[config.mk]
export PLATFORM = sky130hd
export DESIGN_NAME = uart_cmd_assembler
export DESIGN_NICKNAME = d
export VERILOG_FILES = /design/src/rtl/uart_cmd_assembler.sv
export SDC_FILE = /design/constraint.sdc
export NUM_CORES = 1
export LEC_CHECK = 0
export CAP_MARGIN = 25
export CORE_ASPECT_RATIO = 0.75
export CORE_MARGIN = 1
export CORE_UTILIZATION = 43
export CTS_CLUSTER_SIZE = 40
export DETAILED_ROUTE_END_ITERATION = 10
export PLACE_DENSITY = 0.75
export SLEW_MARGIN = 25
export SYNTH_ARGS = -nofsm -noshare
export SYNTH_HDL_FRONTEND = slang
export SYNTH_SLANG_ARGS = --single-unit
[constraint.sdc]
create_clock -name clk -period 1.3 [get_ports clk]
set_input_delay 0.195 -clock clk [delete_from_list [all_inputs] [get_ports clk]]
set_output_delay 0.195 -clock clk [all_outputs]
set_load 0.005 [all_outputs]
[src/rtl/uart_cmd_assembler.sv]
// Purpose: pairs UART RX bytes (high first) into 16-bit commands and forwards mux response bytes to UART TX.
// Latency: cmd/cmd_rdy one cycle after the low byte's rx_rdy; trmt one cycle after send_resp (idle) or tx_done (pending).
// Backpressure: none on RX (an unconsumed command is overwritten and flagged by overrun); TX holds one pending byte, last wins.
//
// Ports:
//   clk, rst_n                 clock, asynchronous active-low reset
//   rx_rdy, rx_data            received byte from UART, held until clr_rx_rdy
//   clr_rx_rdy                 one-cycle acknowledge of a consumed byte
//   cmd, cmd_rdy, clr_cmd_rdy  assembled command, valid flag, consumer acknowledge
//   overrun                    sticky: a command completed while the previous one was unconsumed
//   send_resp, resp            request to transmit the mux response byte
//   trmt, tx_data, tx_done     transmit strobe/byte to UART and its completion
//
// Optional: define CMD_ASM_TIMEOUT_EN to discard a high byte whose low byte does not
// arrive within TIMEOUT_CYCLES clocks (TO_W-bit counter).
module uart_cmd_assembler #(
    parameter int unsigned TIMEOUT_CYCLES = 1_000_000,
    parameter int unsigned TO_W           = 20
) (
    input  logic        clk,
    input  logic        rst_n,
    input  logic        rx_rdy,
    input  logic [7:0]  rx_data,
    output logic        clr_rx_rdy,
    output logic [15:0] cmd,
    output logic        cmd_rdy,
    input  logic        clr_cmd_rdy,
    output logic        overrun,
    input  logic        send_resp,
    input  logic [7:0]  resp,
    output logic        trmt,
    output logic [7:0]  tx_data,
    input  logic        tx_done
);

    typedef enum logic {WAIT_HIGH, WAIT_LOW} rx_state_t;
    typedef enum logic {TX_IDLE, TX_BUSY}    tx_state_t;

    rx_state_t rx_state;
    tx_state_t tx_state;
    logic [7:0] hi_byte;
    logic [7:0] pend_dat;
    logic       pending;
    logic       rx_take;
    logic       to_expire;

    // Elaboration guard: the counter must be able to reach TIMEOUT_CYCLES-1.
    if (TO_W < 1 || TO_W > 32 || (64'd1 << TO_W) < 64'(TIMEOUT_CYCLES)) begin : g_bad_cfg
        $error("uart_cmd_assembler: TO_W too small for TIMEOUT_CYCLES");
    end

    // The UART keeps rx_rdy high until it sees clr_rx_rdy, so the byte is
    // already consumed while our acknowledge is on the wire.
    assign rx_take = rx_rdy & ~clr_rx_rdy;

`ifdef CMD_ASM_TIMEOUT_EN
    logic [TO_W-1:0] to_cnt;

    assign to_expire = (rx_state == WAIT_LOW) && (to_cnt == TO_W'(TIMEOUT_CYCLES - 1));

    // Held at zero outside WAIT_LOW, so it is clear on every entry.
    always_ff @(posedge clk or negedge rst_n) begin
        if (!rst_n) begin
            to_cnt <= '0;
        end else if (rx_state == WAIT_HIGH) begin
            to_cnt <= '0;
        end else if (!rx_rdy && !to_expire) begin
            to_cnt <= to_cnt + TO_W'(1);
        end
    end
`else
    assign to_expire = 1'b0;
`endif

    // RX assembly. Expiry takes priority over a byte arriving in the same
    // cycle; that byte stays on rx_rdy and is taken as a new high byte.
    always_ff @(posedge clk or negedge rst_n) begin
        if (!rst_n) begin
            rx_state   <= WAIT_HIGH;
            hi_byte    <= 8'h00;
            cmd        <= 16'h0000;
            cmd_rdy    <= 1'b0;
            clr_rx_rdy <= 1'b0;
            overrun    <= 1'b0;
        end else begin
            clr_rx_rdy <= 1'b0;
            if (clr_cmd_rdy) begin
                cmd_rdy <= 1'b0;
            end
            if (rx_state == WAIT_HIGH) begin
                if (rx_take) begin
                    hi_byte    <= rx_data;
                    clr_rx_rdy <= 1'b1;
                    rx_state   <= WAIT_LOW;
                end
            end else begin
                if (to_expire) begin
                    rx_state <= WAIT_HIGH;
                end else if (rx_take) begin
                    cmd        <= {hi_byte, rx_data};
                    cmd_rdy    <= 1'b1;   // overrides a same-cycle clear
                    clr_rx_rdy <= 1'b1;
                    if (cmd_rdy && !clr_cmd_rdy) begin
                        overrun <= 1'b1;
                    end
                    rx_state <= WAIT_HIGH;
                end
            end
        end
    end

    // TX response path with a single-entry, last-wins pending slot.
    always_ff @(posedge clk or negedge rst_n) begin
        if (!rst_n) begin
            tx_state <= TX_IDLE;
            trmt     <= 1'b0;
            tx_data  <= 8'h00;
            pending  <= 1'b0;
            pend_dat <= 8'h00;
        end else begin
            trmt <= 1'b0;
            if (tx_state == TX_IDLE) begin
                if (send_resp) begin
                    tx_data  <= resp;
                    trmt     <= 1'b1;
                    tx_state <= TX_BUSY;
                end
            end else begin
                if (tx_done) begin
                    if (pending) begin
                        tx_data <= pend_dat;
                        trmt    <= 1'b1;
                        pending <= send_resp;
                        if (send_resp) begin
                            pend_dat <= resp;
                        end
                    end else if (send_resp) begin
                        tx_data <= resp;
                        trmt    <= 1'b1;
                    end else begin
                        tx_state <= TX_IDLE;
                    end
                end else if (send_resp) begin
                    pend_dat <= resp;
                    pending  <= 1'b1;
                end
            end
        end
    end

endmodule

==> PnR_summary.wiki, run 1 <==
{| class="wikitable"
! Metric !! Value
|-
| Count of cells along the worst hold path || 4
|-
| Worst endpoint data arrival time || 1.56 ns
|-
| Capture instance of the worst register-to-register path || tx_data[3]$_DFFE_PN0P_
|-
| Internal Dissipation || 3.73 mW
|-
| Longest Clk Path Bufs || 2
|-
| First-pass iteration count of the detailed router || 4
|-
| Max-slew violations || 0
|-
| Number of placed instances, taps included || 226
|-
| Cell accounting for the most synthesized area || dfrtp_1
|-
| Commonest non-fill, non-tap cells in the layout || dfrtp_1, mux2_4, dlygate4sd2_1, clkdlybuf4s50_1, mux2_2
|-
| Antenna Violating Nets Remaining || 0
|-
| Final worst path period share || 107%
|-
| Clk root buf || clkbuf_8
|-
| Area grow syn2layout || 53.1%
|-
| Worst Hold End || pending$_DFFE_PN0P_
|-
| Final cell count without fillers || 246
|-
| Leading post-synthesis cells by cell area || dfrtp_1, mux2_2, nor2b_4, nand2_2, nand2b_1
|-
| Clock tree from TritonCTS || yes
|-
| Die outline width || 77.7 um
|-
| Violations in the final reports || negative setup slack
|-
| Clock transition at the registers of the reported paths || 0.08 ns
|-
| Routed wire length || 4020 um
|-
| Combinational power share || 37.6%
|-
| Starting utilization of the core area || 45.3%
|-
| Worst Path Required || 1.47 ns
|-
| Hold crit path type || in -> reg
|-
| Maximum fanout along the worst path || 7
|-
| Proportion of power drawn by the clock network || 15.9%
|-
| Worst vdd ir || 1.12 mV
|-
| Aggregate global routing overflow || 0
|-
| Number of standard-cell rows in the floorplan || 20
|-
| Post-Syn Area || 1850 sq um
|-
| Slew at the pin with the worst max-slew slack || 0.258 ns
|-
| Drt first-iter violations || 59
|-
| Wire length of the first global-routing pass || 6000 um
|-
| Vias in the first global route || 1251
|-
| Ratio of cells with drive above 1 in the final layout || 42.4%
|-
| Number of synthesis warnings || 0
|-
| Post-synthesis sequential area ratio || 63.6%
|-
| Tightest hold margin || 0.318 ns
|-
| Total of flip-flops plus latches after synthesis || 47
|-
| Reg-to-reg startpoint || tx_state$_DFF_PN0_
|-
| Final Hold Viols || 0
|-
| Worst R2R Path Depth || 5
|-
| Leakage dissipation || 1.36 nW
|-
| Achievable frequency || 719 MHz
|-
| Class of the most critical setup path || reg -> reg
|-
| Per-instance average area after synthesis || 15.8 sq um
|-
| Routed wire per std cell || 16.4 um
|-
| Remaining design rule violation count || 0
|-
| Max Cap Viol || 0
|-
| Maximum number of pins on one net before global-route repair || 48
|-
| PwrDens || 1810 nW/um^2
|-
| Global-route usage over all layers || 17.4%
|-
| Sink count of the clock tree || 47
|-
| Critical Path Start Type || flip-flop
|-
| Clock skew || 0.00643 ns
|-
| Number of distinct standard cells referenced by the synthesized netlist || 19
|-
| Final-layout fill cell count || 298
|-
| Number of antenna violations at the first check in global routing || 0
|-
| Net Sw Frac || 27.2%
|-
| R2R Setup Slk || -0.09 ns
|-
| Routability Congestion || 0.680
|-
| Later-pin clock latency in the skew report || 0.28 ns
|-
| Worst rel slew slack || 82.8%
|-
| Die ar. || 4570 sq um
|-
| Height of the chip || 58.8 um
|-
| HP Start || tx_done
|-
| Share of Yosys cell area claimed by the top area cell type || 63.6%
|-
| H-tree lvl count || 2
|-
| Kind of end point of the critical path || flip-flop
|-
| Nets@finish || 212
|-
| Area of the core || 4080 sq um
|-
| Number of vias in the routed layout || 1203
|-
| Switching component of the power || 1.39 mW
|-
| Most common cell after layout, fill and taps aside || dfrtp_1
|-
| Syn nets || 139
|-
| Setup slack at placement || -0.394 ns
|-
| Via density per instance || 4.89
|-
| Period minus WS final || 1.39 ns
|-
| Number of endpoints failing setup at the final stage || 12
|-
| Unrepaired setup endpoints after global routing || true
|-
| Diodes inserted || 0
|-
| Status || complete, but fails checks
|-
| CTS buffer count || 5
|-
| Proportion of power drawn by flip-flops and latches || 46.5%
|-
| Setup WS post-layout || -0.0911 ns
|-
| DPL Wire Length || 2390 um
|-
| Number of port buffers || 49
|-
| Synthesized instance count || 117
|-
| Ports || 50
|}
state kept, by name, summed over array words and instances (netlist names), 8 cells and up:
signal and count:
cmd 16, hi_byte 8, pend_dat 8, tx_data 8
through the flow:
| step | TNS (ns) | util, % | power, mW | instance area (sq um) |
|---|---|---|---|---|
| final | -0.602 | 69.4 | 5.12 | 2830 |
| after global routing | -1.56 | 69.4 | 5.43 | 2830 |
| after CTS | -0.648 | 64.3 | 4.90 | 2620 |
| after detailed placement | -11.63 | 60.9 | 4.18 | 2480 |
| after global placement | -10.63 | 60.9 | 4.08 | 2480 |
| after floorplan | 0 | - | 3.09 | 1850 |
cell type report:
cell class / count / area [sq um] / share of cell area (%)
flip-flops and latches: 47 / 1180 / 41.6
clock inverters: 1 / 5.00 / 0.177
inverters: 1 / 3.75 / 0.133
well taps: 55 / 68.8 / 2.43
clock buffers: 7 / 76.3 / 2.70
multi-input cells: 67 / 810 / 28.6
repair buffers: 68 / 688 / 24.3
worst max-delay path, stage by stage, from the launching register on:
cell,delay (ns)
dfrtp_2,0.44
buf_6,0.13
a21oi_4,0.20
nor2_4,0.06
buf_12,0.14
mux2_4,0.29
worst max-delay path by stage:
| stage | start | end | slack [ns] | cells past startpoint |
|---|---|---|---|---|
| floorplan | tx_state$_DFF_PN0_ | tx_data[0]$_DFFE_PN0P_ | 0.0006 | 3 |
| global route | tx_state$_DFF_PN0_ | tx_data[2]$_DFFE_PN0P_ | -0.12 | 5 |
| finish | tx_state$_DFF_PN0_ | tx_data[3]$_DFFE_PN0P_ | -0.09 | 5 |
| detailed placement | tx_done | tx_data[1]$_DFFE_PN0P_ | -0.39 | 4 |
| global placement | tx_done | tx_data[3]$_DFFE_PN0P_ | -0.36 | 4 |
| CTS | tx_state$_DFF_PN0_ | tx_data[1]$_DFFE_PN0P_ | -0.10 | 3 |
Yosys cell counts (all sizes together):
| library cell | instances |
|---|---|
| dfrtp | 47 |
| mux2 | 46 |
| nand2 | 4 |
| nor2 | 3 |
| a21oi | 2 |
| buf | 2 |
| nand2b | 2 |
| nor2b | 2 |
| o21ai | 2 |
| a31oi | 1 |
| and2b | 1 |
| and3 | 1 |
| inv | 1 |
| o211ai | 1 |
| o21bai | 1 |
| xor2 | 1 |
power by group through the flow:
stage | clock, mW | sequential [mW] | combinational, mW
6_report | 0.816 | 2.38 | 1.92
5_1_grt | 0.915 | 2.44 | 2.08
4_1_cts | 0.854 | 2.35 | 1.70
3_5_place_dp | 0 | 2.38 | 1.80
3_3_place_gp | 0 | 2.33 | 1.75
2_1_floorplan | 0 | 2.35 | 0.738
timing repair:
| item | 4_1_cts | 5_1_grt |
|---|---|---|
| pin swaps | 1 | 3 |
| endpoints found under the hold margin | 47 | 0 |
| resized for setup | 42 | 32 |
| endpoints found under the setup margin | 48 | 39 |
| hold buffers | 1 | 0 |
| gates cloned | 0 | 1 |
| buffers inserted | 4 | 6 |
routing by layer:
layer / wire length, um / vias up / global-route usage [%]
li1: - / 560 / -
met1: 1850 / 620 / 22.0
met2: 2030 / 21 / 30.3
met3: 119 / 2 / 4.19
met4: 24 / 0 / 5.12
met5: 0 / - / 0
cell families (layout without fill, tap and decap cells):
| family | Yosys count | after routing | synth area share (%) |
|---|---|---|---|
| AO/OA/AOI/OAI | 7 | 7 | 2.51 |
| XOR/XNOR | 1 | 1 | 0.474 |
| buffers and inverters | 3 | 77 | 0.745 |
| flip-flops | 47 | 47 | 63.6 |
| multiplexers | 46 | 46 | 28.0 |
| AND/OR/NAND/NOR | 13 | 13 | 4.60 |
(Power assumes the default switching activity.)
==> run 2, diff against run 1 <==
- ABC_AREA: default -> 1
- CORE_UTILIZATION: 43 -> 44
==> run 2 against run 1 <==
The flow now finishes without violations; sequential cell count stayed put; power is 13% lower; routed wire length increased by 4.2%; non-clock buffer count fell by 4; maximum frequency rose by 19%; via count rose by 34%.
==> PnR_summary.wiki, run 2 <==
{| class="wikitable"
! Metric !! Value
|-
| Worst endpoint data arrival time || 1.34 ns
|-
| Leading post-synthesis cells by cell area || dfrtp_1, nand2_1, o21ai_2, inv_1, nand3_1
|-
| Max Cap Viol || 0
|-
| Class of the most critical setup path || reg -> reg
|-
| Cell types with the highest counts after synthesis || nand2_1, dfrtp_1, inv_1
|-
| Number of endpoints failing setup at the final stage || 0
|-
| Ports || 50
|-
| Multiplexer fraction of the synthesized cell area || 0%
|-
| Clock transition at the registers of the reported paths || 0.08 ns
|-
| Main flop type after synthesis || dfrtp_1
|-
| Number of distinct standard cells referenced by the synthesized netlist || 17
|-
| Top reg by flops || cmd
|-
| Commonest non-fill, non-tap cells in the layout || nand2_1, dfrtp_1, inv_1, dlygate4sd2_1, clkdlybuf4s50_1
|-
| Core utilization of the finished layout || 61.7%
|-
| Wire length of the first global-routing pass || 6710 um
|-
| Worst Path Required || 1.47 ns
|-
| Unrepaired setup endpoints after global routing || false
|-
| Share of Yosys cell area claimed by the top area cell type || 56.6%
|-
| Maximum fanout along the worst path || 17
|-
| CP top delay family || flip-flops
|-
| Final Hold Viols || 0
|-
| Reg-to-reg startpoint || clr_rx_rdy$_DFF_PN0_
|-
| Post-Synth XOR/XNOR Area || 0%
|-
| Capture instance of the worst register-to-register path || hi_byte[5]$_DFFE_PN0P_
|-
| Remaining design rule violation count || 0
|-
| Cell accounting for the most synthesized area || dfrtp_1
|-
| Post-synthesis sequential area ratio || 56.6%
|-
| Die outline width || 81.3 um
|-
| Nets@finish || 316
|-
| Max-slew violations || 0
|-
| Ratio of cells with drive above 1 in the final layout || 16.3%
|-
| Later-pin clock latency in the skew report || 0.29 ns
|-
| Routability Congestion || 0.848
|-
| Antenna Violating Nets Remaining || 0
|-
| Sum of internal, switching and leakage power || 4.44 mW
|-
| Critical Path Start Type || flip-flop
|-
| Via density per instance || 4.57
|-
| Combinational family with the most area after synthesis || simple AND/OR/NAND/NOR gates
|-
| Leakage dissipation || 1.53 nW
|-
| Number of antenna violations at the first check in global routing || 0
|-
| Slowest cell on the critical path || dfrtp_1
|-
| Longest Clk Path Bufs || 2
|-
| Series of cell instances along the critical path || buf_4, nor2_4, buf_4, nand2_4, nand2_1, o21ai_0
|-
| Fraction of the mapped netlist area in adder cells || 0%
|-
| Capturing instance or port of the critical path || hi_byte[5]$_DFFE_PN0P_
|-
| Worst vdd ir || 0.899 mV
|-
| H-tree lvl count || 2
|-
| Clk root buf || clkbuf_8
|-
| Routed wire length || 4190 um
|-
| Synthesized instance count || 230
|-
| Global-route usage over all layers || 18.6%
|-
| Period minus WS final || 1.17 ns
|-
| Number of vias in the routed layout || 1608
|-
| CTS buffer count || 5
|-
| Drt first-iter violations || 76
|-
| Aggregate global routing overflow || 0
|-
| Kind of end point of the critical path || flip-flop
|-
| Worst R2R Path Depth || 6
|-
| Simple logic cell fraction of the synthesized area || 23.8%
|-
| Async set-or-reset flop fraction in the synthesized netlist || 100%
|-
| Compound-cell area share of the yosys netlist || 9.52%
|-
| Most frequent cell after synthesis || nand2_1
|-
| Flip-flop count of the largest register, all copies and words added || 16
|-
| Total of flip-flops plus latches after synthesis || 47
|-
| Slowest cell delay on critical path || 0.38 ns
|-
| Hold crit path type || in -> async
|-
| Total number of cells along the worst setup path || 6
|-
| Final worst path period share || 90.1%
|-
| Achievable frequency || 854 MHz
|-
| First-pass iteration count of the detailed router || 4
|-
| Status || finished, final reports clean
|-
| Number of standard-cell rows in the floorplan || 21
|-
| Post-synth EDFFs || 0
|-
| Starting utilization of the core area || 46.2%
|-
| WP buf/inv || 2
|-
| Per-instance average area after synthesis || 9.03 sq um
|-
| Worst Setup SP || clr_rx_rdy$_DFF_PN0_
|-
| Most common cell after layout, fill and taps aside || nand2_1
|-
| Sink count of the clock tree || 47
|-
| Diodes inserted || 0
|-
| Number of synthesis warnings || 0
|-
| Area of the core || 4490 sq um
|-
| Number of port buffers || 49
|-
| DPL Wire Length || 3060 um
|-
| Maximum number of pins on one net before global-route repair || 48
|-
| Vias in the first global route || 1381
|-
| Clock tree from TritonCTS || yes
|-
| Die ar. || 5000 sq um
|-
| Height of the chip || 61.5 um
|-
| Syn nets || 252
|-
| Slew at the pin with the worst max-slew slack || 0.295 ns
|-
| Area grow syn2layout || 33.5%
|-
| Routed wire per std cell || 11.9 um
|-
| Tightest hold margin || 0.404 ns
|-
| R2R Setup Slk || 0.13 ns
|-
| Most frequent CP cell || buf_4
|-
| Clock skew || 0.00276 ns
|-
| Post-Syn Area || 2080 sq um
|-
| PwrDens || 1600 nW/um^2
|-
| Worst rel slew slack || 80.2%
|}
-- run 2: cell count changes after synthesis, sizes merged, moves of 2 or more --
cell | previous run | this run
nand2 | 4 | 93
o21ai | 2 | 26
mux2 | 46 | 0
buf | 2 | 6
a21oi | 2 | 0
nor2b | 2 | 0
nand3 | 0 | 16
inv | 1 | 37
nand2b | 2 | 0
-- run 2: timing repair --
| item | 4_1_cts | 5_1_grt |
|---|---|---|
| resized for setup | 28 | 0 |
| setup endpoints to repair | 28 | 0 |
| buffers inserted | 5 | 0 |
| hold buffers | 1 | 0 |
| hold endpoints to repair | 47 | 0 |
-- run 2: cell families after synthesis --
| kind of cell | after synthesis |
|---|---|
| and+or+nand+nor | 111 |
| DFF | 47 |
| buffers and inverters | 45 |
| AOI/OAI and AO/OA | 27 |
-- run 2: metal layers --
metal / wire, um / vias up / GRT usage (%)
met5: 0 / - / 0
met1: 2150 / 737 / 28.2
met3: 170 / 7 / 3.56
li1: - / 825 / -
met2: 1830 / 39 / 26.4
met4: 45 / 0 / 6.12
-- run 2: area by class of cell --
cell class / instances / area, sq um
timing repair buffer: 64 / 591
clock buffer: 8 / 100
sequential: 47 / 1180
fill: 401 / 1720
multi-input combinational: 138 / 692
inverter: 38 / 143
tap: 57 / 71.3
-- run 2: worst min-delay path by stage --
stage,start,endpoint,depth (start not counted)
floorplan,rst_n,clr_rx_rdy$_DFF_PN0_,0
global placement,rst_n,cmd[15]$_DFFE_PN0P_,2
finish,rst_n,cmd[15]$_DFFE_PN0P_,3
CTS,rst_n,cmd[15]$_DFFE_PN0P_,3
global route,rst_n,tx_state$_DFF_PN0_,3
detailed placement,rst_n,cmd[15]$_DFFE_PN0P_,2
-- run 2: report_power, final --
group          total [mW]  internal, mW  switching, mW
clock               0.941         0.486          0.456
sequential           2.12          1.89          0.228
combinational        1.38         0.703          0.677
-- run 2: worst min-delay path: cells and delay by family --
family	cells	cell delay, ns
buf+inv	3	0.88
-- run 2: stage by stage --
stage                     setup WS [ns]  std cells  setup TNS [ns]  instance area [sq um]
after floorplan                   0.222        230               0                   2080
after global placement          -0.0937        338           -1.69                   2660
after detailed placement         -0.156        338           -2.93                   2660
after CTS                         0.101        352               0                   2770
after global routing             0.0508        352               0                   2770
final                             0.129        352               0                   2770
==> run 3, diff against run 2 <==
- SLEW_MARGIN: 25 -> 20
==> results of run 3 <==
The final DEF is identical to that of run 2; final timing and power are the same.
